### src/rtl/rob_commit_ctrl.sv
// In-order retire controller for the re-order buffer: retires up to RSLOTS
// completed entries per cycle from the head and runs the exception flush/redirect handshake.
module rob_commit_ctrl #(
  parameter int RENTRIES = 16,
  parameter int RSLOTS   = 2,
  parameter int RBW      = 4
) (
  input  logic                  clk,
  input  logic                  rst,
  input  logic [RENTRIES-1:0]   rob_v_i,
  input  logic [RENTRIES-1:0]   rob_done_i,
  input  logic [RENTRIES-1:0]   rob_exc_i,
  input  logic                  commit_stall_i,
  input  logic                  redirect_ack_i,
  output logic [RBW-1:0]        rob_head_o,
  output logic [RENTRIES-1:0]   rob_clr_o,
  output logic [RSLOTS-1:0]     commit_v_o,
  output logic [RSLOTS*RBW-1:0] commit_rid_o,
  output logic [2:0]            commit_cnt_o,
  output logic                  exc_o,
  output logic [RBW-1:0]        exc_rid_o,
  output logic                  flush_o
);

  typedef enum logic [1:0] {
    ST_RUN   = 2'd0,
    ST_FLUSH = 2'd1,
    ST_WAIT  = 2'd2
  } state_t;

  localparam logic [RBW:0] LIM = (RBW+1)'(RENTRIES);

  // Modulo-RENTRIES index add; offset never exceeds RSLOTS, so one wrap suffices.
  function automatic logic [RBW-1:0] wrap_add(input logic [RBW-1:0] base, input logic [2:0] off);
    logic [RBW:0] sum;
    sum = (RBW+1)'(base) + (RBW+1)'(off);
    if (sum >= LIM) begin
      wrap_add = RBW'(sum - LIM);
    end else begin
      wrap_add = RBW'(sum);
    end
  endfunction

  state_t                state_r, state_s;
  logic [RBW-1:0]        head_r, head_s;
  logic [RENTRIES-1:0]   clr_r, clr_s;
  logic [RSLOTS-1:0]     cv_r, cv_s;
  logic [RSLOTS*RBW-1:0] rid_r, rid_s;
  logic [2:0]            cnt_r, cnt_s;
  logic                  exc_r, exc_s;
  logic [RBW-1:0]        exc_rid_r, exc_rid_s;
  logic                  flush_r, flush_s;

  logic [RBW-1:0]        idx_s [RSLOTS];
  logic [RSLOTS-1:0]     ret_s;
  logic [RSLOTS-1:0]     hit_s;

  // Head-relative scan: a slot retires only if every older slot retired; hit marks the blocking excepting entry.
  always_comb begin
    logic prev_s;
    prev_s = 1'b1;
    ret_s  = '0;
    hit_s  = '0;
    for (int k = 0; k < RSLOTS; k++) begin
      idx_s[k] = wrap_add(head_r, 3'(k));
      ret_s[k] = prev_s & rob_v_i[idx_s[k]] & rob_done_i[idx_s[k]] & ~rob_exc_i[idx_s[k]];
      hit_s[k] = prev_s & rob_v_i[idx_s[k]] & rob_done_i[idx_s[k]] & rob_exc_i[idx_s[k]];
      prev_s   = ret_s[k];
    end
  end

  // Next-state and next-output logic; outputs default to idle pulses each cycle.
  always_comb begin
    state_s   = state_r;
    head_s    = head_r;
    clr_s     = '0;
    cv_s      = '0;
    rid_s     = '0;
    cnt_s     = 3'd0;
    exc_s     = 1'b0;
    exc_rid_s = exc_rid_r;
    flush_s   = 1'b0;
    case (state_r)
      ST_RUN: begin
        if (!commit_stall_i) begin
          for (int k = 0; k < RSLOTS; k++) begin
            if (ret_s[k]) begin
              cv_s[k]              = 1'b1;
              rid_s[k*RBW +: RBW]  = idx_s[k];
              clr_s[idx_s[k]]      = 1'b1;
              cnt_s                = cnt_s + 3'd1;
              head_s               = wrap_add(head_r, 3'(k + 1));
            end else if (hit_s[k]) begin
              // Head already rests on the excepting entry; it stays allocated.
              exc_s     = 1'b1;
              exc_rid_s = idx_s[k];
              state_s   = ST_FLUSH;
            end else begin
              cnt_s = cnt_s;
            end
          end
        end else begin
          head_s = head_r;
        end
      end
      ST_FLUSH: begin
        flush_s = 1'b1;
        clr_s   = '1;
        state_s = ST_WAIT;
      end
      ST_WAIT: begin
        if (redirect_ack_i) begin
          state_s = ST_RUN;
        end else begin
          state_s = ST_WAIT;
        end
      end
      default: begin
        state_s = ST_RUN;
      end
    endcase
  end

  // State and registered-output update.
  always_ff @(posedge clk or posedge rst) begin
    if (rst) begin
      state_r   <= ST_RUN;
      head_r    <= '0;
      clr_r     <= '0;
      cv_r      <= '0;
      rid_r     <= '0;
      cnt_r     <= 3'd0;
      exc_r     <= 1'b0;
      exc_rid_r <= '0;
      flush_r   <= 1'b0;
    end else begin
      state_r   <= state_s;
      head_r    <= head_s;
      clr_r     <= clr_s;
      cv_r      <= cv_s;
      rid_r     <= rid_s;
      cnt_r     <= cnt_s;
      exc_r     <= exc_s;
      exc_rid_r <= exc_rid_s;
      flush_r   <= flush_s;
    end
  end

  assign rob_head_o   = head_r;
  assign rob_clr_o    = clr_r;
  assign commit_v_o   = cv_r;
  assign commit_rid_o = rid_r;
  assign commit_cnt_o = cnt_r;
  assign exc_o        = exc_r;
  assign exc_rid_o    = exc_rid_r;
  assign flush_o      = flush_r;

endmodule

### config.mk
export PLATFORM = sky130hd
export DESIGN_NAME = rob_commit_ctrl
export DESIGN_NICKNAME = d
export VERILOG_FILES = /design/src/rtl/rob_commit_ctrl.sv
export SDC_FILE = /design/constraint.sdc
export NUM_CORES = 1
export LEC_CHECK = 0
export CAP_MARGIN = 15
export CORE_ASPECT_RATIO = 0.5
export CORE_MARGIN = 1.5
export CORE_UTILIZATION = 45
export CTS_CLUSTER_SIZE = 8
export DETAILED_ROUTE_END_ITERATION = 7
export PLACE_DENSITY = 0.81
export SLEW_MARGIN = 20
export SYNTH_ARGS = -nofsm -noshare
export SYNTH_HDL_FRONTEND = slang
export SYNTH_SLANG_ARGS = --single-unit
### constraint.sdc
create_clock -name clk -period 4.7 [get_ports clk]
set_input_delay 1.175 -clock clk [delete_from_list [all_inputs] [get_ports clk]]
set_output_delay 1.175 -clock clk [all_outputs]
set_load 0.02 [all_outputs]
==> results.py, run 1 <==
metrics = {
    "outcome": {
        "status": "finished, final reports clean",
    },
    "floorplanning": {
        "pin_count": 91,
        "dieArea_mm2": 0.00608,
        "die_y_um": 55.9,
        "rows": 19,
        "core_mm2": 0.00544,
        "start_util": 0.463,
        "die_w_um": 109,
    },
    "power_and_ir_drop": {
        "vdd_drop_max_mv": 0.266,
        "p_leak_nw": 1.47,
        "seq_power_share": 0.244,
        "p_switching_mw": 1.03,
        "pwr-share-clk": 0.108,
        "p_per_area_mw_per_mm2": 638,
        "p_int_mw": 1.23,
        "combinationalPowerShare": 0.647,
        "swShare": 0.455,
    },
    "detailed_routing": {
        "routed_wirelength_um": 7030,
        "drtIter0Drc": 219,
        "viasPerCell": 6.10,
        "wl_per_cell_um": 18.3,
        "ant_nets": 0,
        "first_pass_iters": 5,
        "vias": 2341,
        "drc": 0,
    },
    "setup_path": {
        "path_max_fanout": 20,
        "reg2reg_from": "rob_head_o[1]",
        "end_kind": "flop",
        "reg2regPathDepth": 9,
        "critPathKind": "reg2reg",
        "r2r_slack_ns": 0.92,
        "cp-start-kind": "flop",
        "r2r-end": "rob_clr_o[5]",
        "crit_required_ns": 4.91,
        "arrival_ns": 3.99,
    },
    "global_route": {
        "grt_pass1_wl_um": 11100,
        "grt.total_usage": 0.242,
        "antenna_found_initial": 0,
        "grt_max_degree": 41,
        "grt-ovfl-total": 0,
        "grt_pass1_vias": 2309,
    },
    "yosys": {
        "synth_most_common_cell": "dfrtp_1",
        "ys_async_sr_fraction": 1.00,
        "synthTopCellsByCount": "dfrtp_1, a31oi_1, o22ai_1",
        "yosysWarnings": 0,
        "yosys.area.top_type": "dfrtp_1",
        "syn_avg_cell_area_um2": 11.0,
        "netlist_top_cells_area": "dfrtp_1, mux4_2, mux4_1, ha_1, a31oi_1",
        "synthCells": 229,
        "synth_top_area_frac": 0.397,
        "synth-seq-cells": 40,
        "synth_flop_cell": "dfrtp_1",
        "synth_cell_type_count": 43,
        "synth_nets": 291,
        "syn-cell-area_mm2": 0.00252,
        "synth_edf_count": 0,
        "ys_seq_area_frac": 0.397,
    },
    "sta": {
        "rsz0062_at_grt": "false",
        "finalSetupTns_ns": 0,
        "whs_ns": 0.553,
        "setup_violations": 0,
        "min_period_over_period": 0.804,
        "slew_headroom": 0.468,
        "hold_violations": 0,
        "skew_ns": 0.00797,
        "max_freq_mhz": 264,
        "fin_crit_ns": 3.78,
        "tightest_slew_ns": 0.796,
        "drv_slew": 0,
    },
    "final_layout": {
        "final_core_util": 0.650,
        "fin_area_mm2": 0.00354,
        "drive_above_1_share": 0.0932,
        "syn_to_final_growth_pct": 40.5,
        "final_cell_count_no_fill": 384,
        "antenna_cells": 0,
        "nNetsFinal": 373,
    },
    "clock_tree": {
        "clock_path_buffers": 2,
        "post-cts-setup-buffers": 0,
        "clock-root-buffer": "clkbuf_8",
        "clk-insertion-delay-late_ns": 0.30,
        "clk_pin_slew_worst_paths_ns": 0.07,
        "hold_buffers": 0,
        "cts_buffers": 5,
        "tritoncts": "built",
        "htreeDepth": 2,
        "ctsResizeCount": 0,
        "cts.sinks": 40,
    },
    "hold_path": {
        "hold_path_class": "reg2reg",
        "min_to": "exc_rid_o[1]",
        "hold_start": "exc_rid_o[1]",
        "whs_path_depth": 1,
    },
    "placement": {
        "hpwl_um": 5160,
        "placedCellCount": 377,
        "place_area_mm2": 0.00344,
        "gp_congestion": 0.840,
        "port_buffers": 89,
    },
    "job": {
        "drv_cap": 0,
    },
}
==> worst max-delay path by stage <==
| stage | startpoint | to | cells past startpoint |
|---|---|---|---|
| 5_1_grt | rob_head_o[1] | rob_clr_o[6] | 9 |
| 6_report | rob_head_o[1] | rob_clr_o[5] | 9 |
| 4_1_cts | rob_head_o[1] | rob_clr_o[5] | 9 |
| 2_1_floorplan | rob_head_o[0] | commit_cnt_o[0] | 12 |
| 3_3_place_gp | rob_exc_i[9] | exc_rid_o[0] | 8 |
| 3_5_place_dp | rob_exc_i[1] | exc_rid_o[0] | 8 |
==> routing by layer <==
metal | GRT usage | part of all wire
met3 | 0.0539 | 0.088
met1 | 0.301 | 0.40
met2 | 0.406 | 0.49
met5 | 0 | 0
met4 | 0.109 | 0.025
==> registers in the layout (all words and copies together) (netlist names) <==
| name | flops |
|---|---|
| commit_cnt_o | 2 |
| commit_rid_o | 8 |
| commit_v_o | 2 |
| exc_o | 1 |
| exc_rid_o | 4 |
| flush_o | 1 |
| rob_clr_o | 16 |
| rob_head_o | 4 |
| state_r | 2 |
==> cell usage in the layout (no fill, tap or decap), types with 7 or more instances in the layout <==
| master | instances |
|---|---|
| o22ai_1 | 18 |
| inv_1 | 7 |
| mux4_2 | 12 |
| and2_1 | 9 |
| clkdlybuf4s50_1 | 89 |
| ha_1 | 10 |
| dfrtp_1 | 40 |
| nand3_1 | 14 |
| nor2_1 | 8 |
| a31oi_1 | 18 |
| nand2_1 | 12 |
| clkbuf_8 | 7 |
==> layout make-up <==
type	count	area (um2)
Clock buffer	7	96.3
Inverter	8	30.0
Timing Repair Buffer	95	936
Multi-Input combinational cell	161	1380
Tap cell	73	91.3
Fill cell	449	1910
Sequential cell	40	1000
==> critical path, cell delays in order (launching register included) <==
cell	delay (ns)
dfrtp_1	0.33
buf_4	0.27
inv_1	0.20
ha_1	0.79
mux4_2	0.59
mux4_2	0.50
nor4_1	0.27
buf_4	0.24
nand3_1	0.22
o22ai_1	0.26
==> per-stage QoR <==
step | power [mW] | setup slack [ns]
2_1_floorplan | 1.53 | 1.00
3_3_place_gp | 1.95 | 0.926
3_5_place_dp | 2.00 | 0.814
4_1_cts | 2.25 | 0.968
5_1_grt | 2.39 | 0.760
6_report | 2.26 | 0.919
==> logic make-up (layout without fill, tap and decap cells) <==
family          count (synthesis)  in the layout  share of synthesized area
compound gates                 62             62                      0.173
fa+ha+maj                      10             10                     0.0497
mux                            18             18                      0.163
buf+inv                        28            110                     0.0532
simple gates                   65             65                      0.141
other cells                     1              1                    0.00149
flops                          40             40                      0.397
xor+xnor                        5              5                     0.0204
==> power by group through the flow <==
| stage | Clock, mW | Sequential (mW) | Combinational (mW) |
|---|---|---|---|
| 3_3_place_gp | 0 | 0.548 | 1.40 |
| 6_report | 0.245 | 0.552 | 1.46 |
| 4_1_cts | 0.247 | 0.552 | 1.45 |
| 5_1_grt | 0.260 | 0.565 | 1.57 |
| 2_1_floorplan | 0 | 0.659 | 0.872 |
| 3_5_place_dp | 0 | 0.558 | 1.44 |
(Power assumes the default switching activity.)
==> run 2, diff against run 1 <==
clock period = 3.6 ns   (was 4.7 ns; I/O delays follow)
==> run 2 against run 1 <==
Sequential power rose by 36%. Global-route usage decreased by 1.0 points. Core utilization is 0.85 points higher. Maximum frequency up 15%. Worst setup slack worse by 0.61 ns.
==> results.py, run 2 (synthesis gave the netlist of run 1 again) <==
metrics = {
    "final_layout": {
        "final_core_util": 0.658,
        "final_cell_count_no_fill": 389,
        "fillerInstances": 428,
        "antenna_cells": 0,
        "syn_to_final_growth_pct": 42.3,
        "largest_register_ffs": 16,
        "drive_above_1_share": 0.111,
        "layout.cells.most_common_list": "clkdlybuf4s50_1, dfrtp_1, a31oi_1, o22ai_1, nand3_1",
        "final_common_cell": "clkdlybuf4s50_1",
        "nNetsFinal": 377,
    },
    "clock_tree": {
        "clk_pin_slew_worst_paths_ns": 0.08,
        "ctsResizeCount": 0,
        "hold_buffers": 0,
        "tritoncts": "built",
        "clock-root-buffer": "clkbuf_8",
        "post-cts-setup-buffers": 0,
        "cts.sinks": 40,
        "clk-insertion-delay-late_ns": 0.30,
        "clock_path_buffers": 2,
        "htreeDepth": 2,
        "cts_buffers": 5,
    },
    "floorplanning": {
        "core_mm2": 0.00544,
        "start_util": 0.463,
        "die_y_um": 55.9,
        "pin_count": 91,
        "dieArea_mm2": 0.00608,
        "die_w_um": 109,
        "rows": 19,
    },
    "sta": {
        "skew_ns": 0.0124,
        "rsz0062_at_grt": "false",
        "min_period_over_period": 0.915,
        "whs_ns": 0.550,
        "tightest_slew_ns": 0.788,
        "drv_slew": 0,
        "hold_violations": 0,
        "setup_violations": 0,
        "finalSetupTns_ns": 0,
        "max_freq_mhz": 303,
        "fin_crit_ns": 3.30,
        "slew_headroom": 0.474,
        "setup_slack_ns": 0.305,
    },
    "detailed_routing": {
        "drtIter0Drc": 198,
        "wl_per_cell_um": 17.1,
        "routed_wirelength_um": 6640,
        "viasPerCell": 5.96,
        "drc": 0,
        "vias": 2318,
        "first_pass_iters": 4,
        "ant_nets": 0,
    },
    "power_and_ir_drop": {
        "combinationalPowerShare": 0.633,
        "vdd_drop_max_mv": 0.412,
        "seq_power_share": 0.249,
        "swShare": 0.444,
        "p_leak_nw": 1.49,
        "p_switching_mw": 1.34,
        "p_per_area_mw_per_mm2": 841,
        "pwr-share-clk": 0.118,
        "p_int_mw": 1.68,
    },
    "placement": {
        "place_ws_ns": 0.0802,
        "placedCellCount": 381,
        "gp_congestion": 0.865,
        "port_buffers": 89,
        "hpwl_um": 5180,
    },
    "setup_path": {
        "end_kind": "flop",
        "reg2regPathDepth": 8,
        "r2r_slack_ns": 0.30,
        "path_max_fanout": 16,
        "arrival_ns": 3.49,
        "reg2reg_from": "rob_head_o[0]",
        "r2r-end": "rob_clr_o[14]",
        "critPathKind": "reg2reg",
        "crit_required_ns": 3.79,
        "cp-start-kind": "flop",
    },
    "global_route": {
        "grt-ovfl-total": 0,
        "grt.total_usage": 0.232,
        "grt_pass1_vias": 2283,
        "antenna_found_initial": 0,
        "grt_pass1_wl_um": 10900,
        "grt_max_degree": 23,
    },
    "hold_path": {
        "whs_path_depth": 1,
        "hold_start": "exc_rid_o[1]",
        "hold_path_class": "reg2reg",
        "min_to": "exc_rid_o[1]",
    },
    "outcome": {
        "status": "finished, final reports clean",
    },
    "job": {
        "drv_cap": 0,
    },
}
-- run 2: cell types whose count changed in the layout (fill, tap and decap cells not counted), sizes merged --
cell and change:
clkinv +1, bufinv +1, buf +4, clkinvlp +1, clkbuf -2
-- run 2: metal layers --
metal  global-route usage  wire length (um)  up-vias  share of wire
met4               0.0714                68        0          0.010
met1                0.323              2830     1103           0.43
met3               0.0410               577       11          0.087
li1                     -                 -     1064              -
met2                0.373              3160      140           0.48
met5                    0                 0        -              0
-- run 2: layout make-up --
cell class,instances,area (um2),area share
clock buffers,5,68.8,0.0192
multi-input cells,161,1380,0.386
well taps,73,91.3,0.0255
inverters,8,30.0,0.00838
clock inverters,3,42.5,0.0119
repair buffers,99,966,0.269
flip-flops and latches,40,1000,0.280
-- run 2: worst max path at each step --
stage,slack [ns],startpoint,to,cells after the start
after floorplan,0.03,rob_head_o[0],commit_cnt_o[0],12
after global placement,0.16,rob_exc_i[1],exc_rid_o[0],8
after detailed placement,0.08,rob_exc_i[1],exc_rid_o[2],8
after CTS,0.32,rob_head_o[0],rob_clr_o[14],8
after global routing,0.13,rob_head_o[0],rob_clr_o[14],8
final,0.30,rob_head_o[0],rob_clr_o[14],8
-- run 2: worst max-delay path: stages, from the launching register on --
cell and delay (ns):
dfrtp_2 0.60, inv_1 0.11, ha_1 0.48, mux4_2 0.56, mux4_2 0.49, nor4_1 0.27, buf_4 0.23, nand3_1 0.19
o22ai_1 0.25
-- run 2: power groups by stage --
stage                     logic [mW]  registers (mW)  clock network [mW]
after global routing            2.05           0.776               0.384
after CTS                       1.90           0.751               0.362
final                           1.91           0.751               0.356
after global placement          1.84           0.750                   0
after floorplan                 1.14           0.861                   0
after detailed placement        1.89           0.759                   0
-- run 2: stage by stage --
stage,cell area [um2],power [mW]
after floorplan,2520,2.00
after global placement,3470,2.59
after detailed placement,3470,2.65
after CTS,3580,3.01
after global routing,3580,3.21
final,3580,3.02
==> run 3, diff against run 2 <==
CORE_UTILIZATION = 54   (was 45)
DONT_BUFFER_PORTS = 1   (was not set)
PLACE_DENSITY = 0.69   (was 0.81)
==> run 3 against run 2 <==
Wire length fell by 10%. Critical path depth did not move. Sequential share of layout area rose by 9.6 points. Via count fell by 15%. Clock power fell by 2%. Highest routed layer unchanged. Sequential power rose by 20%. Clock skew fell by 0.0078 ns. Hold slack got worse by 0.032 ns.
==> results.py, run 3 (synthesis gave the netlist of run 1 again) <==
metrics = {
    "final_layout": {
        "largest_register_ffs": 16,
        "final_core_util": 0.600,
        "final_common_cell": "dfrtp_1",
        "nNetsFinal": 287,
        "antenna_cells": 0,
        "syn_to_final_growth_pct": 5.96,
        "drive_above_1_share": 0.150,
        "fin_area_mm2": 0.00267,
        "layout.cells.most_common_list": "dfrtp_1, a31oi_1, o22ai_1, nand3_1",
    },
    "setup_path": {
        "reg2regPathDepth": 8,
        "crit_start": "rob_head_o[1]",
        "r2r_slack_ns": 0.46,
        "cp.depth": 8,
        "crit_chain": "inv_1, ha_1, mux4_2, mux4_2, nor4_2, buf_4, nand3_1, o22ai_1",
        "cp_slowest_stage_delay_ns": 0.60,
        "path_delay_family": "multiplexers",
        "crit_required_ns": 3.79,
        "arrival_ns": 3.33,
        "reg2reg_from": "rob_head_o[1]",
        "cp-start-kind": "flop",
        "cp-endpoint": "rob_clr_o[7]",
        "critPathBufInv": 2,
        "r2r-end": "rob_clr_o[7]",
        "crit_top_cell": "mux4_2",
        "critPathKind": "reg2reg",
        "path_max_fanout": 12,
        "end_kind": "flop",
        "worst_path_max_delay_cell": "ha_1",
    },
    "clock_tree": {
        "hold_buffers": 0,
        "ctsResizeCount": 0,
        "cts_buffers": 5,
        "clock-root-buffer": "clkbuf_8",
        "cts.sinks": 40,
        "htreeDepth": 2,
        "tritoncts": "built",
        "post-cts-setup-buffers": 0,
        "clk_pin_slew_worst_paths_ns": 0.07,
        "clock_path_buffers": 2,
        "clk-insertion-delay-late_ns": 0.29,
    },
    "detailed_routing": {
        "drtIter0Drc": 128,
        "first_pass_iters": 5,
        "wl_per_cell_um": 21.0,
        "viasPerCell": 6.94,
        "drc": 0,
        "vias": 1964,
        "routed_wirelength_um": 5950,
        "ant_nets": 0,
    },
    "sta": {
        "slew_headroom": 0.532,
        "setup_violations": 0,
        "rsz0062_at_grt": "false",
        "finalSetupTns_ns": 0,
        "hold_violations": 0,
        "min_period_over_period": 0.872,
        "tightest_slew_ns": 0.696,
        "drv_slew": 0,
        "max_freq_mhz": 319,
        "skew_ns": 0.00462,
        "fin_crit_ns": 3.14,
    },
    "placement": {
        "hpwl_um": 4460,
        "place_area_mm2": 0.00256,
        "port_buffers": 0,
        "gp_congestion": 0.846,
    },
    "power_and_ir_drop": {
        "swShare": 0.481,
        "p_per_area_mw_per_mm2": 1000,
        "pwr-share-clk": 0.131,
        "seq_power_share": 0.338,
        "p_int_mw": 1.39,
        "combinationalPowerShare": 0.532,
        "power_mw": 2.68,
        "p_switching_mw": 1.29,
        "p_leak_nw": 1.15,
        "vdd_drop_max_mv": 0.369,
    },
    "global_route": {
        "grt-ovfl-total": 0,
        "grt_pass1_wl_um": 9310,
        "grt.total_usage": 0.241,
        "antenna_found_initial": 0,
        "grt_max_degree": 29,
        "grt_pass1_vias": 1911,
    },
    "floorplanning": {
        "start_util": 0.567,
        "die_y_um": 51.3,
        "dieArea_mm2": 0.00511,
        "core_mm2": 0.00445,
        "pin_count": 91,
        "die_w_um": 99.6,
        "rows": 17,
    },
    "outcome": {
        "status": "finished, final reports clean",
    },
    "job": {
        "drv_cap": 0,
    },
    "hold_path": {
        "hold_path_class": "in2async",
    },
}
run 3: cell types whose count changed in the layout (fill, tap and decap cells not counted), sizes merged:
cell and change:
clkdlybuf4s50 -89, clkinvlp -1, buf -1, clkbuf +1
run 3: worst register-to-register path: stages (launching register included):
cell	delay [ns]
dfrtp_1	0.34
inv_1	0.12
ha_1	0.60
mux4_2	0.57
mux4_2	0.50
nor4_2	0.25
buf_4	0.22
nand3_1	0.18
o22ai_1	0.26
run 3: metal layers:
layer / wire length, um / track usage / up-vias
met2: 2710 / 0.378 / 116
met3: 482 / 0.0616 / 7
met5: 0 / 0 / -
met4: 57 / 0.0892 / 0
li1: - / - / 883
met1: 2700 / 0.329 / 958
run 3: power groups by stage:
stage,clock (mW),combinational (mW),sequential [mW]
after floorplan,0,1.14,0.861
after global placement,0,1.38,0.908
after detailed placement,0,1.41,0.911
after CTS,0.359,1.41,0.902
after global routing,0.377,1.55,0.928
final,0.350,1.42,0.904
run 3: area by class of cell:
| type | instances | area, um2 |
|---|---|---|
| Fill cell | 380 | 1780 |
| Tap cell | 57 | 71.3 |
| Sequential cell | 40 | 1000 |
| Inverter | 8 | 30.0 |
| Multi-Input combinational cell | 161 | 1390 |
| Timing Repair Buffer | 9 | 67.6 |
| Clock buffer | 6 | 72.6 |
| Clock inverter | 2 | 35.0 |
run 3: how the worst min path moves through the flow:
stage,start,endpoint,cells past startpoint
finish,rst,rob_clr_o[2],1
global route,rst,commit_cnt_o[0],1
CTS,rst,commit_cnt_o[0],1
detailed placement,exc_rid_o[3],exc_rid_o[3],1
global placement,rob_head_o[1],commit_rid_o[1],2
floorplan,state_r[0],commit_v_o[0],2
run 3: through the flow:
stage	setup WS (ns)	instances	hold slack (ns)
after floorplan	0.0297	229	0.624
after global placement	0.447	275	0.655
after detailed placement	0.435	275	0.657
after CTS	0.441	283	0.527
after global routing	0.226	283	0.554
final	0.461	283	0.518
